File: config.mk
export PLATFORM = sky130hd
export DESIGN_NAME = xor3_parity_seq
export DESIGN_NICKNAME = d
export VERILOG_FILES = /design/src/rtl/xor3_parity_seq.sv
export SDC_FILE = /design/constraint.sdc
export NUM_CORES = 1
export LEC_CHECK = 0
export BUFFER_PORTS_ARGS = -buffer_cell sky130_fd_sc_hd__buf_2
export CORE_UTILIZATION = 50
export DETAILED_ROUTE_END_ITERATION = 8
export HOLD_SLACK_MARGIN = 0.06
export PLACE_DENSITY_LB_ADDON = 0.1
export SLEW_MARGIN = 30
export SYNTH_ARGS = -nofsm -noshare
export SYNTH_HDL_FRONTEND = slang
export SYNTH_SLANG_ARGS = --single-unit
File: constraint.sdc
create_clock -name clk -period 1.9 [get_ports clk]
set_input_delay 0.285 -clock clk [delete_from_list [all_inputs] [get_ports clk]]
set_output_delay 0.285 -clock clk [all_outputs]
set_load 0.01 [all_outputs]
File: src/rtl/xor3_parity_seq.sv
// xor3_parity_seq: serial even-parity reducer built around a single shared
// three-input XOR cell (cmos_xor3). Each RUN cycle folds two data bits into a
// one-bit accumulator, so a WIDTH-bit word takes WIDTH/2 cycles.
//
// Optional feature: define XOR3_PARITY_CHECK_EN to add an expected-parity
// input (exp_par, captured with data) and an error flag (err) that is updated
// together with parity.
//
// WIDTH must be even and >= 2.

// Three-input XOR cell; behavioural stand-in for the library cell.
module cmos_xor3 (
    input  logic a,
    input  logic b,
    input  logic c,
    output logic out
);

    // Single-gate reduction of the three inputs.
    assign out = a ^ b ^ c;

endmodule

module xor3_parity_seq #(
    parameter int WIDTH = 8
) (
    input  logic             clk,
    input  logic             rst_n,
    input  logic             start,
    input  logic [WIDTH-1:0] data,
`ifdef XOR3_PARITY_CHECK_EN
    input  logic             exp_par,
`endif
    output logic             busy,
    output logic             done,
`ifdef XOR3_PARITY_CHECK_EN
    output logic             err,
`endif
    output logic             parity
);

    localparam int CW = $clog2(WIDTH / 2) + 1;

    localparam logic [CW-1:0] LAST_PAIR = CW'(WIDTH / 2 - 1);
    localparam logic [CW-1:0] CNT_ONE   = CW'(1);

    localparam logic [1:0] S_IDLE = 2'd0;
    localparam logic [1:0] S_RUN  = 2'd1;
    localparam logic [1:0] S_DONE = 2'd2;

    logic [1:0]       state_q,  state_d;
    logic [WIDTH-1:0] sh_q,     sh_d;
    logic             acc_q,    acc_d;
    logic [CW-1:0]    cnt_q,    cnt_d;
    logic             parity_q, parity_d;
    logic             xor_out;

`ifdef XOR3_PARITY_CHECK_EN
    logic             exp_q,    exp_d;
    logic             err_q,    err_d;
`endif

    // The only XOR on the reduction path: acc ^ bit0 ^ bit1 each RUN cycle.
    cmos_xor3 u_xor3 (
        .a   (acc_q),
        .b   (sh_q[0]),
        .c   (sh_q[1]),
        .out (xor_out)
    );

    // Next-state and datapath decode for the IDLE/RUN/DONE sequencer.
    always_comb begin
        // NOTE: every signal gets a default here so no path leaves one unassigned (no latch).
        state_d  = state_q;
        sh_d     = sh_q;
        acc_d    = acc_q;
        cnt_d    = cnt_q;
        parity_d = parity_q;
`ifdef XOR3_PARITY_CHECK_EN
        exp_d    = exp_q;
        err_d    = err_q;
`endif

        case (state_q)
            // DONE accepts a new start exactly like IDLE, giving back-to-back words.
            S_IDLE, S_DONE: begin
                state_d = S_IDLE;
                if (start) begin
                    state_d = S_RUN;
                    sh_d    = data;
                    acc_d   = 1'b0;
                    cnt_d   = '0;
`ifdef XOR3_PARITY_CHECK_EN
                    exp_d   = exp_par;
`endif
                end
            end

            // start and data are deliberately ignored while a word is in flight.
            S_RUN: begin
                acc_d = xor_out;
                sh_d  = sh_q >> 2;
                cnt_d = cnt_q + CNT_ONE;
                if (cnt_q == LAST_PAIR) begin
                    parity_d = xor_out;
                    state_d  = S_DONE;
`ifdef XOR3_PARITY_CHECK_EN
                    err_d    = (xor_out != exp_q);
`endif
                end
            end

            default: state_d = S_IDLE;
        endcase
    end

    // State registers; reset clears everything, aborting any reduction.
    always_ff @(posedge clk or negedge rst_n) begin
        if (!rst_n) begin
            state_q  <= S_IDLE;
            sh_q     <= '0;
            acc_q    <= 1'b0;
            cnt_q    <= '0;
            parity_q <= 1'b0;
`ifdef XOR3_PARITY_CHECK_EN
            exp_q    <= 1'b0;
            err_q    <= 1'b0;
`endif
        end else begin
            // NOTE: non-blocking assignments so all registers update from pre-edge values.
            state_q  <= state_d;
            sh_q     <= sh_d;
            acc_q    <= acc_d;
            cnt_q    <= cnt_d;
            parity_q <= parity_d;
`ifdef XOR3_PARITY_CHECK_EN
            exp_q    <= exp_d;
            err_q    <= err_d;
`endif
        end
    end

    // Status flags decode straight from the state register, so reset clears them at once.
    assign busy   = (state_q == S_RUN);
    assign done   = (state_q == S_DONE);
    assign parity = parity_q;
`ifdef XOR3_PARITY_CHECK_EN
    assign err    = err_q;
`endif

endmodule
Word level (Yosys, flattened, before mapping)
Cells that the tools add are included.
{"block": "word_totals", "ff_bits": 15, "out_inout_bits": 3}
{"block": "classes", "n_addsub": 1, "n_eq_ne": 5, "muxes": 9, "bitwise_logic": 2, "reduce_logical": 5}
{"operator": "$pmux 8 s2", "count": 1}
{"operator": "$mux 8", "count": 1}
{"operator": "$pmux 3 s2", "count": 1}
{"operator": "$pmux 2 s2", "count": 1}
{"operator": "$reduce_and 2->1", "count": 2}
{"operator": "$add 3x1->3 const B", "count": 1}
{"operator": "$eq 3x2->1 const B", "count": 1}
{"operator": "$mux 3", "count": 1}
{"operator": "$eq 2x1->1 const B", "count": 1}
{"operator": "$eq 2x2->1 const B", "count": 1}
{"operator": "$logic_not 2->1", "count": 1}
{"operator": "$mux 1", "count": 2}
{"operator": "$mux 2", "count": 1}
{"operator": "$ne 2x1->1 const B", "count": 1}
{"operator": "$ne 2x2->1 const B", "count": 1}
{"operator": "$pmux 1 s2", "count": 1}
{"operator": "$reduce_bool 2->1", "count": 1}
{"operator": "$reduce_or 2->1", "count": 1}
{"operator": "$xor 1x1->1", "count": 2}

Longest topological paths before layout
{"block": "logic_depth", "word_depth": 4, "mapped_depth": 5, "mapped_depth_nobuf": 4}

Cells and area by module
A second synthesis with hierarchy kept.
{"block": "unflattened", "hier_cells": 66, "hier_area_um2": 835.8}
{"mod": "xor3_parity_seq", "instances": 1, "cells_each": 65, "area_each_um2": 812.0, "seq_area_each_um2": 375.4}
{"mod": "cmos_xor3", "instances": 1, "cells_each": 1, "area_each_um2": 23.8, "seq_area_each_um2": 0.0}

Worst setup path before layout
No wires, ideal clock.
{"block": "synth_timing", "kind": "register to register", "from": "reg state_q[1]", "to": "reg parity_q (netlist: parity)", "setup_time_ns": 0.125, "arrival_ns": 1.217, "required_ns": 1.775, "setup_slack_ns": 0.558, "stages_incl_launch_ff": 6, "path_buffers": 1, "cell_sequence": "dfrtp_1 > nand2b_1 > buf_6 > inv_4 > and2_4 > mux2_4"}
{"block": "synth_between", "elab_chain_cells": 2}
{"item": "start, declared", "line": "51", "source": "logic [1:0] state_q, state_d;"}
{"item": "start signal, assigned", "line": "131", "source": "state_q <= state_d;"}
{"item": "$eq 2x1->1"}
{"item": "via busy", "line": "34", "source": "output logic busy,"}
{"item": "$reduce_and 2->1 (no source line)"}
{"item": "end signal, assigned", "line": "135", "source": "parity_q <= parity_d;"}
{"item": "end, declared", "line": "55", "source": "logic parity_q, parity_d;"}
The timed path passes the listed nets, and every way through them passes these cells.
A chain may end at the register's enable or synchronous reset.

Worst setup path after layout
{"block": "layout_timing", "from": "reg state_q[0]", "to": "out busy"}
{"block": "layout_between", "elab_chain_cells": 1}
{"item": "$eq 2x1->1", "line": "144", "source": "assign busy = (state_q == S_RUN);"}
{"item": "end, declared", "line": "34"}
No other way between the ends.

==> reports/metrics.yaml <==
outcome:
  outcome: "finished clean"
synthesis:
  synth_common_cells: "dfrtp_1 (15), nor2_1 (6), nor2b_1 (4), nor3_1 (4), o22ai_1 (4)"
  synth_xor_area_frac: 0.02460
  synthesis.nets: 78
  synthCells: 65
  synth_area_sq_um: 711.9
  yosysTopAreaCell: "dfrtp_1"
  synth_seq_cells: 15
  yosysSeqAreaShare: 0.5272
  async_flop_share: 1.000
  synth_fa_ha_area_frac: 0.03515
  synth_top_family_by_area: "simple AND/OR/NAND/NOR gates"
  synth_simple_gate_area_share: 0.1564
  synth-compound-area-share: 0.1511
  post-synth-top-count-cell: "dfrtp_1"
  synth_flop_cell: "dfrtp_1"
  avgSynthCellArea_sq_um: 10.95
  netlist_top_cells_area: "dfrtp_1 (53%), a22o_1 (3.7%), ha_1 (3.5%)"
  synthMuxAreaShare: 0.06503
  yosysTopAreaCellShare: 0.5272
  synth-warning-count: 0
  synth_edf_count: 0
  synth_cell_type_count: 26
clocking:
  numCtsBuffers: 3
  clk_pin_slew_ns: 0.09
  cts_tree: "done"
  insertion_delay_ns: 0.29
  cts_root_buffer: "clkbuf_4"
  clock_path_buffers: 2
  clock_sinks: 15
  cts.htree.levels: 1
setup_path:
  reg2reg_to: "parity"
  path_depth: 3
  start_kind: "register"
  required_ns: 1.62
  r2r_cells: 4
  crit_slowest_cell: "dfrtp_1"
  crit_type: "register to output pin"
  cp.buffers_inverters: 2
  rrSetupSlack_ns: 0.34
  crit_end: "busy"
  path_cells: "nand2b_1 -> inv_4 -> buf_2"
  startpoint: "state_q[0]"
  crit_family: "flip-flops"
  cp.arrival_ns: 1.44
  max_stage_delay_ns: 0.53
  r2r_start: "state_q[0]"
  critPathCaptureType: "output pin"
  worst-path-max-fanout: 12
route:
  vias: 549
  wl_per_cell_microns: 14.53
  routed_wl_microns: 1380
  vias_per_cell: 5.779
  ant_nets: 0
  drc: 0
  drt_iter0_drc: 11
  first_pass_iters: 4
final_layout:
  final_cell_area_sq_um: 813.3
  antennaDiodeCount: 0
  drive_gt1_frac: 0.2500
  nNetsFinal: 94
  area_growth_pct: 14.24
timing:
  period_share: 0.9099
  grt_setup_unrepaired: "no"
  fmax_mhz: 578.4
  fin_tns_setup_ns: 0
  finalSetupViolCount: 0
  tightest_slew_ns: 0.4986
  period_minus_slack_ns: 1.729
  final_max_slew_viol_count: 0
  final.setup_skew_ns: 0.003998
  hold_viol_final: 0
  maxSlewHeadroom: 0.6669
placed_design:
  dp_hpwl_microns: 979.7
  io_buffers: 13
  place_area_sq_um: 777.0
  place_congestion: 0.7821
grt:
  grt_pass1_vias: 506
  antenna_found_initial: 0
  grt_use_total: 0.2275
  grt_max_degree: 16
  grt_pass1_wl_microns: 2304
  grt-ovfl-total: 0
flow_run:
  cap_violations: 0
pwr:
  netSwitchingFraction: 0.3938
  power.internal_w: 0.0008333
  p_sw_w: 0.0005414
  ir_drop_mv: 0.8193
  p_seq_frac: 0.435
  powerDensity_nw_per_um2: 1690
  leakage_nw: 0.3725
  pwr-share-comb: 0.430
  power_w: 0.001375
  clockPowerShare: 0.136
floorplanning:
  die_h_microns: 39.74
  initial_core_util: 0.5404
  die_area_sq_um: 1579
  io_pins: 14
  core_region_area_sq_um: 1318
  die_w_microns: 39.74
  rows: 13
worst_hold_path:
  min_path_type: "primary input to register"
-- power groups by stage --
stage	Combinational [W]	Clock (W)	Sequential (W)
after CTS	0.000595	0.000189	0.000596
after detailed placement	0.000589	0	0.000602
after global routing	0.000668	0.000198	0.000621
after floorplan	0.000504	0	0.000559
final	0.000591	0.000186	0.000598
after global placement	0.000582	0	0.000603
-- logic make-up (layout without fill, tap and decap cells) --
family	count (synthesis)	after routing
AND/OR/NAND/NOR	21	21
buffers and inverters	5	20
adder cells (fa/ha/maj)	2	2
XOR/XNOR	2	2
multiplexers	4	4
AO/OA/AOI/OAI	16	16
flip-flops	15	15
-- routing by layer --
metal | vias to the layer above | routed length [microns] | global-route usage
met5 | - | 0 | 0
met4 | 0 | 21 | 0.1034
met3 | 4 | 70 | 0.05114
met2 | 17 | 626 | 0.3443
met1 | 265 | 662 | 0.3047
li1 | 263 | - | -
-- registers in the layout (all words and copies together) (netlist names) --
register	count
acc_q	1
cnt_q	3
parity	1
sh_q	8
state_q	2
-- final cells by class --
class	instances	area, sq um
Clock buffer	4	26.28
Inverter	2	10.01
Timing Repair Buffer	14	75.07
Tap cell	15	18.77
Fill cell	108	504.2
Sequential cell	15	375.4
Multi-Input combinational cell	45	307.8
-- worst min-delay path by stage --
stage	depth (start not counted)	slack, ns	start	end
floorplan	0	-0.01	rst_n	acc_q
global placement	1	0.20	rst_n	cnt_q[0]
detailed placement	1	0.20	rst_n	cnt_q[0]
CTS	2	0.22	data[6]	sh_q[6]
global route	2	0.23	data[6]	sh_q[6]
finish	2	0.22	data[6]	sh_q[6]
-- cells in the final DEF, fill, tap and decap left out, drive strengths merged, types with 2 or more instances in the layout --
master and instances:
xor2 2, nand2b 2, a211oi 2, a21oi 2, a22o 3, o21ai 3
nor3 4, clkbuf 4, nor2 6, o22ai 4, dfrtp 15, mux2i 2
mux2 2, and2 2, nor2b 4, buf 13, ha 2, inv 2
-- through the flow --
stage            util  std cells  worst slack (ns)  hold slack (ns)
2_1_floorplan       -         65            0.5583         -0.01059
3_3_place_gp   0.5897         90            0.4163           0.2019
3_5_place_dp   0.5897         90            0.3856           0.2032
4_1_cts        0.6173         95            0.1811           0.2205
5_1_grt        0.6173         95           0.06164           0.2334
6_report       0.6173         95            0.1711           0.2202
-- timing repair --
item	in CTS	in global routing
hold buffers	1	0
setup buffers	0	0
gates resized for setup	0	0
endpoints found under the hold margin	15	0
Note: power is estimated with default switching activity, not from simulation.
